File: src/rtl/id_decode_regfile_npc.sv
// Decode stage of the 5-stage MIPS pipeline: field split, 32x32 GRF and next-PC selection.
// Optional GRF_TRACE_EN adds w_pc/trace ports and a printed trace of every committed GRF write.
module id_decode_regfile_npc #(
  parameter logic [31:0] EXC_ENTRY = 32'h0000_4180
) (
  input  logic        clk,
  input  logic        reset,
  input  logic [31:0] instr,
  input  logic [31:0] d_pc,
  input  logic [31:0] f_pc,
  input  logic        w_we,
  input  logic [4:0]  w_a3,
  input  logic [31:0] w_wd,
  input  logic        e_fwd_vld,
  input  logic [4:0]  e_a3,
  input  logic [31:0] e_wd,
  input  logic [31:0] epc,
  input  logic        req,
`ifdef GRF_TRACE_EN
  input  logic [31:0] w_pc,
  output logic        trace_we,
  output logic [4:0]  trace_addr,
  output logic [31:0] trace_wdata,
`endif
  output logic [4:0]  rs,
  output logic [4:0]  rt,
  output logic [4:0]  rd,
  output logic [4:0]  shamt,
  output logic [15:0] imm16,
  output logic [25:0] imm26,
  output logic [4:0]  a3,
  output logic        rfwr,
  output logic [31:0] rd1,
  output logic [31:0] rd2,
  output logic [31:0] npc,
  output logic        br,
  output logic        eret,
  output logic        ri
);

  localparam logic [5:0] OP_SPECIAL = 6'b000000, OP_REGIMM = 6'b000001,
                         OP_J       = 6'b000010, OP_JAL    = 6'b000011,
                         OP_BEQ     = 6'b000100, OP_BNE    = 6'b000101,
                         OP_BLEZ    = 6'b000110, OP_BGTZ   = 6'b000111,
                         OP_ADDI    = 6'b001000, OP_ADDIU  = 6'b001001,
                         OP_SLTI    = 6'b001010, OP_SLTIU  = 6'b001011,
                         OP_ANDI    = 6'b001100, OP_ORI    = 6'b001101,
                         OP_XORI    = 6'b001110, OP_LUI    = 6'b001111,
                         OP_COP0    = 6'b010000,
                         OP_LB      = 6'b100000, OP_LH     = 6'b100001,
                         OP_LW      = 6'b100011, OP_LBU    = 6'b100100,
                         OP_LHU     = 6'b100101, OP_SB     = 6'b101000,
                         OP_SH      = 6'b101001, OP_SW     = 6'b101011;

  localparam logic [5:0] FN_SLL  = 6'b000000, FN_SRL   = 6'b000010, FN_SRA  = 6'b000011,
                         FN_SLLV = 6'b000100, FN_SRLV  = 6'b000110, FN_SRAV = 6'b000111,
                         FN_JR   = 6'b001000, FN_JALR  = 6'b001001,
                         FN_MFHI = 6'b010000, FN_MTHI  = 6'b010001,
                         FN_MFLO = 6'b010010, FN_MTLO  = 6'b010011,
                         FN_MULT = 6'b011000, FN_MULTU = 6'b011001,
                         FN_DIV  = 6'b011010, FN_DIVU  = 6'b011011,
                         FN_ADD  = 6'b100000, FN_ADDU  = 6'b100001,
                         FN_SUB  = 6'b100010, FN_SUBU  = 6'b100011,
                         FN_AND  = 6'b100100, FN_OR    = 6'b100101,
                         FN_XOR  = 6'b100110, FN_NOR   = 6'b100111,
                         FN_SLT  = 6'b101010, FN_SLTU  = 6'b101011;

  localparam logic [31:0] ERET_WORD = 32'h4200_0018;
  localparam logic [4:0]  CP0_MF = 5'b00000, CP0_MT = 5'b00100;

  typedef enum logic [1:0] {DST_NONE, DST_RD, DST_RT, DST_RA} dst_e;
  typedef enum logic [3:0] {
    FL_SEQ, FL_BEQ, FL_BNE, FL_BLEZ, FL_BGTZ, FL_BLTZ, FL_BGEZ, FL_J, FL_JR
  } flow_e;

  logic [5:0]  opcode, funct;
  dst_e        dst;
  flow_e       flow;
  logic        known;
  logic        is_eret;

  assign opcode = instr[31:26];
  assign funct  = instr[5:0];
  assign rs     = instr[25:21];
  assign rt     = instr[20:16];
  assign rd     = instr[15:11];
  assign shamt  = instr[10:6];
  assign imm16  = instr[15:0];
  assign imm26  = instr[25:0];

  // Anything that falls through every arm leaves known=0 and is reported as reserved.
  always_comb begin
    dst     = DST_NONE;
    flow    = FL_SEQ;
    known   = 1'b0;
    is_eret = 1'b0;
    case (opcode)
      OP_SPECIAL: begin
        case (funct)
          FN_SLL, FN_SRL, FN_SRA, FN_SLLV, FN_SRLV, FN_SRAV,
          FN_ADD, FN_ADDU, FN_SUB, FN_SUBU, FN_AND, FN_OR, FN_XOR, FN_NOR,
          FN_SLT, FN_SLTU, FN_MFHI, FN_MFLO: begin
            known = 1'b1;
            dst   = DST_RD;
          end
          FN_MTHI, FN_MTLO, FN_MULT, FN_MULTU, FN_DIV, FN_DIVU: known = 1'b1;
          FN_JR: begin
            known = 1'b1;
            flow  = FL_JR;
          end
          FN_JALR: begin
            known = 1'b1;
            dst   = DST_RD;
            flow  = FL_JR;
          end
          default: ;
        endcase
      end
      OP_REGIMM: begin
        if (rt == 5'b00000) begin
          known = 1'b1;
          flow  = FL_BLTZ;
        end else if (rt == 5'b00001) begin
          known = 1'b1;
          flow  = FL_BGEZ;
        end
      end
      OP_J: begin
        known = 1'b1;
        flow  = FL_J;
      end
      OP_JAL: begin
        known = 1'b1;
        flow  = FL_J;
        dst   = DST_RA;
      end
      OP_BEQ:  begin known = 1'b1; flow = FL_BEQ;  end
      OP_BNE:  begin known = 1'b1; flow = FL_BNE;  end
      OP_BLEZ: begin known = 1'b1; flow = FL_BLEZ; end
      OP_BGTZ: begin known = 1'b1; flow = FL_BGTZ; end
      OP_ADDI, OP_ADDIU, OP_SLTI, OP_SLTIU, OP_ANDI, OP_ORI, OP_XORI, OP_LUI,
      OP_LB, OP_LH, OP_LW, OP_LBU, OP_LHU: begin
        known = 1'b1;
        dst   = DST_RT;
      end
      OP_SB, OP_SH, OP_SW: known = 1'b1;
      OP_COP0: begin
        if (instr == ERET_WORD) begin
          known   = 1'b1;
          is_eret = 1'b1;
        end else if (rs == CP0_MF) begin
          known = 1'b1;
          dst   = DST_RT;
        end else if (rs == CP0_MT) begin
          known = 1'b1;
        end
      end
      default: ;
    endcase
  end

  always_comb begin
    case (dst)
      DST_RD:  a3 = rd;
      DST_RT:  a3 = rt;
      DST_RA:  a3 = 5'd31;
      default: a3 = 5'd0;
    endcase
  end

  assign rfwr = (a3 != 5'd0);
  assign ri   = ~known;
  assign br   = (flow != FL_SEQ);
  assign eret = is_eret;

  // General register file; entry 0 is never written and always reads as zero.
  logic [31:0] regs_q [32];
  logic        wr_en;

  assign wr_en = w_we && (w_a3 != 5'd0);

  always_ff @(posedge clk or negedge reset) begin
    if (!reset) begin
      for (int i = 0; i < 32; i++) regs_q[i] <= '0;
    end else if (wr_en) begin
      regs_q[w_a3] <= w_wd;
    end
  end

  assign rd1 = (rs == 5'd0) ? 32'd0 : (wr_en && (w_a3 == rs)) ? w_wd : regs_q[rs];
  assign rd2 = (rt == 5'd0) ? 32'd0 : (wr_en && (w_a3 == rt)) ? w_wd : regs_q[rt];

`ifdef GRF_TRACE_EN
  assign trace_we    = reset && wr_en;
  assign trace_addr  = w_a3;
  assign trace_wdata = w_wd;

  always @(posedge clk) begin
    if (reset && wr_en) $display("%d@%h: $%d <= %h", $time, w_pc, w_a3, w_wd);
  end
`endif

  // Branch operands take the E-stage result when it is ready; rd1/rd2 themselves do not.
  logic signed [31:0] cmp_rs, cmp_rt;
  logic               taken;

  assign cmp_rs = (e_fwd_vld && (e_a3 == rs) && (rs != 5'd0)) ? e_wd : rd1;
  assign cmp_rt = (e_fwd_vld && (e_a3 == rt) && (rt != 5'd0)) ? e_wd : rd2;

  always_comb begin
    case (flow)
      FL_BEQ:  taken = (cmp_rs == cmp_rt);
      FL_BNE:  taken = (cmp_rs != cmp_rt);
      FL_BLEZ: taken = (cmp_rs <= 32'sd0);
      FL_BGTZ: taken = (cmp_rs >  32'sd0);
      FL_BLTZ: taken = (cmp_rs <  32'sd0);
      FL_BGEZ: taken = (cmp_rs >= 32'sd0);
      default: taken = 1'b0;
    endcase
  end

  logic [31:0] d_pc4, br_tgt, j_tgt;

  assign d_pc4  = d_pc + 32'd4;
  assign br_tgt = d_pc4 + {{14{imm16[15]}}, imm16, 2'b00};
  assign j_tgt  = {d_pc4[31:28], imm26, 2'b00};

  always_comb begin
    npc = f_pc + 32'd4;
    if (req)                npc = EXC_ENTRY;
    else if (is_eret)       npc = epc;
    else if (taken)         npc = br_tgt;
    else if (flow == FL_J)  npc = j_tgt;
    else if (flow == FL_JR) npc = cmp_rs;
  end

endmodule

File: config.mk
export PLATFORM = sky130hd
export DESIGN_NAME = id_decode_regfile_npc
export DESIGN_NICKNAME = d
export VERILOG_FILES = /design/src/rtl/id_decode_regfile_npc.sv
export SDC_FILE = /design/constraint.sdc
export NUM_CORES = 2
export LEC_CHECK = 0
export ABC_AREA = 1
export BUFFER_PORTS_ARGS = -buffer_cell sky130_fd_sc_hd__buf_2
export CAP_MARGIN = 25
export CORE_ASPECT_RATIO = 0.6
export CORE_MARGIN = 2
export CORE_UTILIZATION = 25
export CTS_BUF_LIST = sky130_fd_sc_hd__clkbuf_8
export CTS_CLUSTER_SIZE = 12
export DETAILED_ROUTE_END_ITERATION = 10
export PLACE_DENSITY_LB_ADDON = 0.25
export REMOVE_ABC_BUFFERS = 1
export SLEW_MARGIN = 30
export SYNTH_ARGS = -nofsm -noshare
export SYNTH_HDL_FRONTEND = slang
export SYNTH_SLANG_ARGS = --single-unit
File: constraint.sdc
create_clock -name clk -period 5.3 [get_ports clk]
set_input_delay 0.53 -clock clk [delete_from_list [all_inputs] [get_ports clk]]
set_output_delay 0.53 -clock clk [all_outputs]
set_load 0.02 [all_outputs]
Word-level counts from Yosys, hierarchy flattened --
Cells that the tools add are included. W data, S select, Z words.
Storage, ports and cells: flip-flop bits (word level) 1024
Cells by class: muxes and demuxes 39, equality and inequality tests 69, bitwise logic cells 4, magnitude comparators 8, $add $sub $neg 3, reductions and logical operators 23
Operators by type and width (count):
- $bwmux W1024 | 1
- $mux W32 | 16
- $bmux W32 S5 | 2
- $demux W32 S5 | 1
- $eq A6 B6 Y1 const B | 18
- $add A32 B3 Y32 const B | 2
- $eq A6 B4 Y1 const B | 10
- $eq A6 B5 Y1 const B | 9
- $eq A6 B3 Y1 const B | 7
- $add A32 B32 Y32 | 1
- $eq A32 B31 Y1 const B | 1
- $eq A32 B32 Y1 | 1
- $ge A32 B1 Y1 const B | 1
- $gt A32 B1 Y1 const B | 1
- $le A32 B1 Y1 const B | 1
- $lt A32 B1 Y1 const B | 1
- $ne A32 B32 Y1 | 1
- $pmux W4 S7 | 1
- $reduce_or A26 Y1 | 1
- $eq A6 B2 Y1 const B | 4
- $reduce_or A22 Y1 | 1
- $eq A5 B5 Y1 | 4
- $reduce_bool A5 Y1 | 4
- $reduce_or A19 Y1 | 1
- 27 further kinds | 56

Longest topological paths before layout --
word-level depth 12, mapped depth 31, depth with buffers taken out 29

Least setup slack after synthesis --
OpenSTA, ideal clock, no wires.
kind in2out, start point input port d_pc[3], end point output port npc[30], setup slack 1.085 ns, arrival 3.685 ns, path buffers 0, data required time 4.770 ns, stages 26, path through nand3_1 -> nor2_1 -> nand4_1 -> nor2_1 -> nand2_1 -> nor2_1 -> nand3_1 -> nor4_1 -> nand2_1 -> or3_1 -> nor2_1 -> xnor2_1 -> inv_1 -> ha_1 -> nand2_1 -> nor2_1 -> nand2_1 -> nor4_1 -> nand2_1 -> o2111ai_1 -> xor2_1 -> inv_1 -> nand2_1 -> nand3_1 -> nand2_1 -> inv_1
On the way: cells in the longest elaborated chain, start to end 5, elaborated cells between the ends (all ways) 6
Ends and longest elaborated chain:
- start, declared | RTL line 9 | input logic [31:0] d_pc,
- $add A32 B3 Y32 * | RTL line 224 | assign d_pc4 = d_pc + 32'd4;
- $add A32 B32 Y32 or $mux W32 (tied branches) | RTL line 225, 233
- $mux W32 * | RTL line 232 | else if (taken) npc = br_tgt;
- $mux W32 * | RTL line 231 | else if (is_eret) npc = epc;
- $mux W32 * | RTL line 230 | if (req) npc = EXC_ENTRY;
- end, declared | RTL line 35 | output logic [31:0] npc,
Every way passes the cells marked *; elsewhere a longest branch is shown, timed or not.

Worst setup path after layout --
start point input port instr[21], end point output port npc[6]
On the way: cells in the longest elaborated chain, start to end 12, elaborated cells between the ends (all ways) 29
Ends and longest elaborated chain:
- start, declared | RTL line 8 | input logic [31:0] instr,
- $not A5 Y6 (implied by the code) | RTL line 190 | assign rd1 = (rs == 5'd0) ? 32'd0 : (wr_en && (w_a3 == rs)) ? w_wd : regs_q[rs];
- $bmux W32 S5 | RTL line 190
- $mux W32 (implied by the code) (2 in series) | RTL line 190
- $mux W32 (2 in series) | RTL line 190
- $mux W32 | RTL line 207 | assign cmp_rs = (e_fwd_vld && (e_a3 == rs) && (rs != 5'd0)) ? e_wd : rd1;
- $ge A32 B1 Y1, or another cell as far along | RTL line 217 | FL_BGEZ: taken = (cmp_rs >= 32'sd0);
- $pmux W1 S6 or $mux W32 (tied branches) | RTL line 211, 233
- $mux W32 | RTL line 232
- $mux W32 * | RTL line 231
- $mux W32 * | RTL line 230
Every way passes the cells marked *; elsewhere a longest branch is shown, timed or not. The select of a mux whose other input is x is not followed.

==> out/qor.csv <==
metric;value;unit
Final Cycle Share;97.6;%
Period minus WS final;5170;ps
Synth area leader;dfrtp_1;
# rows;145;
clock latency on the worst-skew pair;930;ps
Pwr per Cell Area;313;nW/µm²
setup tns final;0;ps
Max rail drop VDD;0.000167;V
die width;666;µm
DR WL/cell;25.7;µm
Worst path slowest cell;or2_2;
final worst slack;129;ps
final hold viol count;0;
Synth Area in Adders;0.621;%
multi-input combinational cell area;33200;µm²
GRT Overall Usage;25.4;%
Max-Cap Viols;0;
GP Congestion;0.948;
Worst EP arrival;4640;ps
Place WS;32.7;ps
Top FF cell, synth;dfrtp_1;
Residual DRC;0;
leak pwr;37.0;nW
clk sinks;1024;
Yosys reg bits;1024;
most area-consuming cells after synthesis;dfrtp_1 (39%), nand2_1 (19%), o21ai_0 (9.2%), nand3_1 (8.7%), inv_1 (4.8%);
count of final setup violators;0;
IO buf count;373;
Final Max Tran Viols;0;
Achievable Freq;193;MHz
Post-Synth XOR/XNOR Area;0.974;%
CTS root buffer;clkbuf_8;
crit path kind;in -> out;
YS warnings;0;
Reg with most FFs;regs_q;
initial antenna violation count;49;
mux cell area share after synthesis;0;%
drt first pass iters;7;
DR vias/cell;5.27;
layout net count;10300;
Compound-Gate Fraction of Synth Area;15.1;%
Synth top area share;39.0;%
clock-pin transition on the worst setup and hold timing paths;70;ps
outcome;finished, final reports clean;
Worst Skew;0;ps
post-CTS setup buffer count;0;
Syn Area/Cell;6.60;µm²
clk buf depth;4;
die height;401;µm
fill count;28600;
worst slew pin tran;1110;ps
Rel. slew slack;25.7;%
first-pass GRT wire length;495000;µm
Worst Setup End Kind;primary output;
CP peak stage delay;290;ps
H-tree depth;4;
Die ar.;267000;µm²
DRT iter0 DRCs;11300;
Area Growth Syn to Fin;15.9;%
grt ovf;0;
total number of vias;72100;
Worst path most repeated cell;nand2_1;
layout cells sized above 1;10.9;%
routed wire length;351000;µm
main combinational cell family by area after synthesis;simple AND/OR/NAND/NOR gates;
most frequent cells after synthesis;nand2_1 (3382), o21ai_0 (1203), nand3_1 (1147);
Initial Util;25.2;%
number of buffers created by CTS;169;
io pins;374;
CTS tree;yes;
register area;25600;µm²
EDFF count, synth;0;
Core Footprint;261000;µm²
max reg flops;1024;
Seq/Total Area, Yosys;39.0;%
Synth async-reset ratio;100;%
hpwl dp;230000;µm
ANT nets after route;0;
largest net degree at the start of global routing;156;
cell with the most instances after synthesis;nand2_1;
critical path launch point type;primary input;
Post-Syn Instances;9951;
number of global-route vias before repair;65300;
Worst Hold Class;in -> reg;
Crit path required time;4770;ps
post-synthesis simple-gate area fraction;33.2;%
largest registers;regs_q (1024);
Worst Path Max Fanout;34;
Synth Cell Area;65700;µm²
library cells used by synthesis;59;
==> path summary, 6_finish.rpt <==
check,from,end,slack (ps),depth (start not counted)
max reg2reg,regs_q[198]$_DFFE_PN0P_,regs_q[198]$_DFFE_PN0P_,4520,2
min in group asynchronous,reset,regs_q[509]$_DFFE_PN0P_,210,2
max,instr[21],npc[6],130,26
max in group asynchronous,reset,regs_q[62]$_DFFE_PN0P_,3500,4
min reg2reg,regs_q[1021]$_DFFE_PN0P_,regs_q[1021]$_DFFE_PN0P_,380,0
min,w_wd[10],regs_q[522]$_DFFE_PN0P_,80,3
==> per-stage QoR <==
stage / hold WS (ps) / power, mW / cells / utilization, % / area (µm²)
detailed placement: 366 / 16.5 / 13300 / 27.8 / 72400
CTS: 22.4 / 23.7 / 13600 / 29.1 / 75900
global placement: 365 / 16.4 / 13300 / 27.8 / 72400
finish: 80.6 / 23.8 / 13700 / 29.2 / 76100
global route: 44.2 / 25.1 / 13700 / 29.2 / 76100
floorplan: 234 / 13.7 / 9122 / - / 61700
==> what timing repair did <==
item	4_1_cts	5_1_grt
hold buffers	32	0
endpoints found under the hold margin	183	0
resized for setup	0	19
endpoints found under the setup margin	0	32
==> cells in the final DEF, fill, tap and decap left out, drive strengths merged, types with 41 or more instances in the layout <==
cell type and count:
inv 905, buf 757, a21oi 265, nor2 596, o21ai 1251, xor2 50
nand4 65, dfrtp 1024, nor3 41, clkbuf 202, nand3 1149, nand2 3389
o211ai 252
==> cells by family after synthesis <==
kind of cell,count (synthesis)
buffers and inverters,1691
adders and majority gates,32
DFF,1024
and+or+nand+nor,5301
xor gates and xnor gates,73
AOI/OAI and AO/OA,1830
==> per-layer routing <==
layer  up-vias  track usage [%]  routed length [µm]  share of wire, %
li1      32300                -                   -                 -
met1     34600             36.1              150000                43
met2      4488             35.9              142000                40
met3       714             6.03               40100                11
met4        14             11.6               19200               5.5
met5         -                0                  98             0.028
==> cell type report <==
type	instances	share of cell area, %
multi-input combinational	7236	43.6
sequential	1024	33.7
timing repair buffer	789	8.54
tap	3454	5.68
inverter	862	4.31
clock buffer	202	3.65
clock inverter	74	0.459
antenna	34	0.112
==> report_power, final <==
part,switching [mW],internal [mW],leakage [nW],total [mW]
clock network,3.75,3.47,1.80,7.22
registers,1.03,9.29,13.1,10.3
logic,4.22,2.09,22.2,6.30
==> critical path, delay by kind of cell <==
| kind | cells | cell delay (ps) |
|---|---|---|
| buffers and inverters | 9 | 1570 |
| and+or+nand+nor | 17 | 2460 |
No activity file was read; power rests on OpenSTA's default activity.
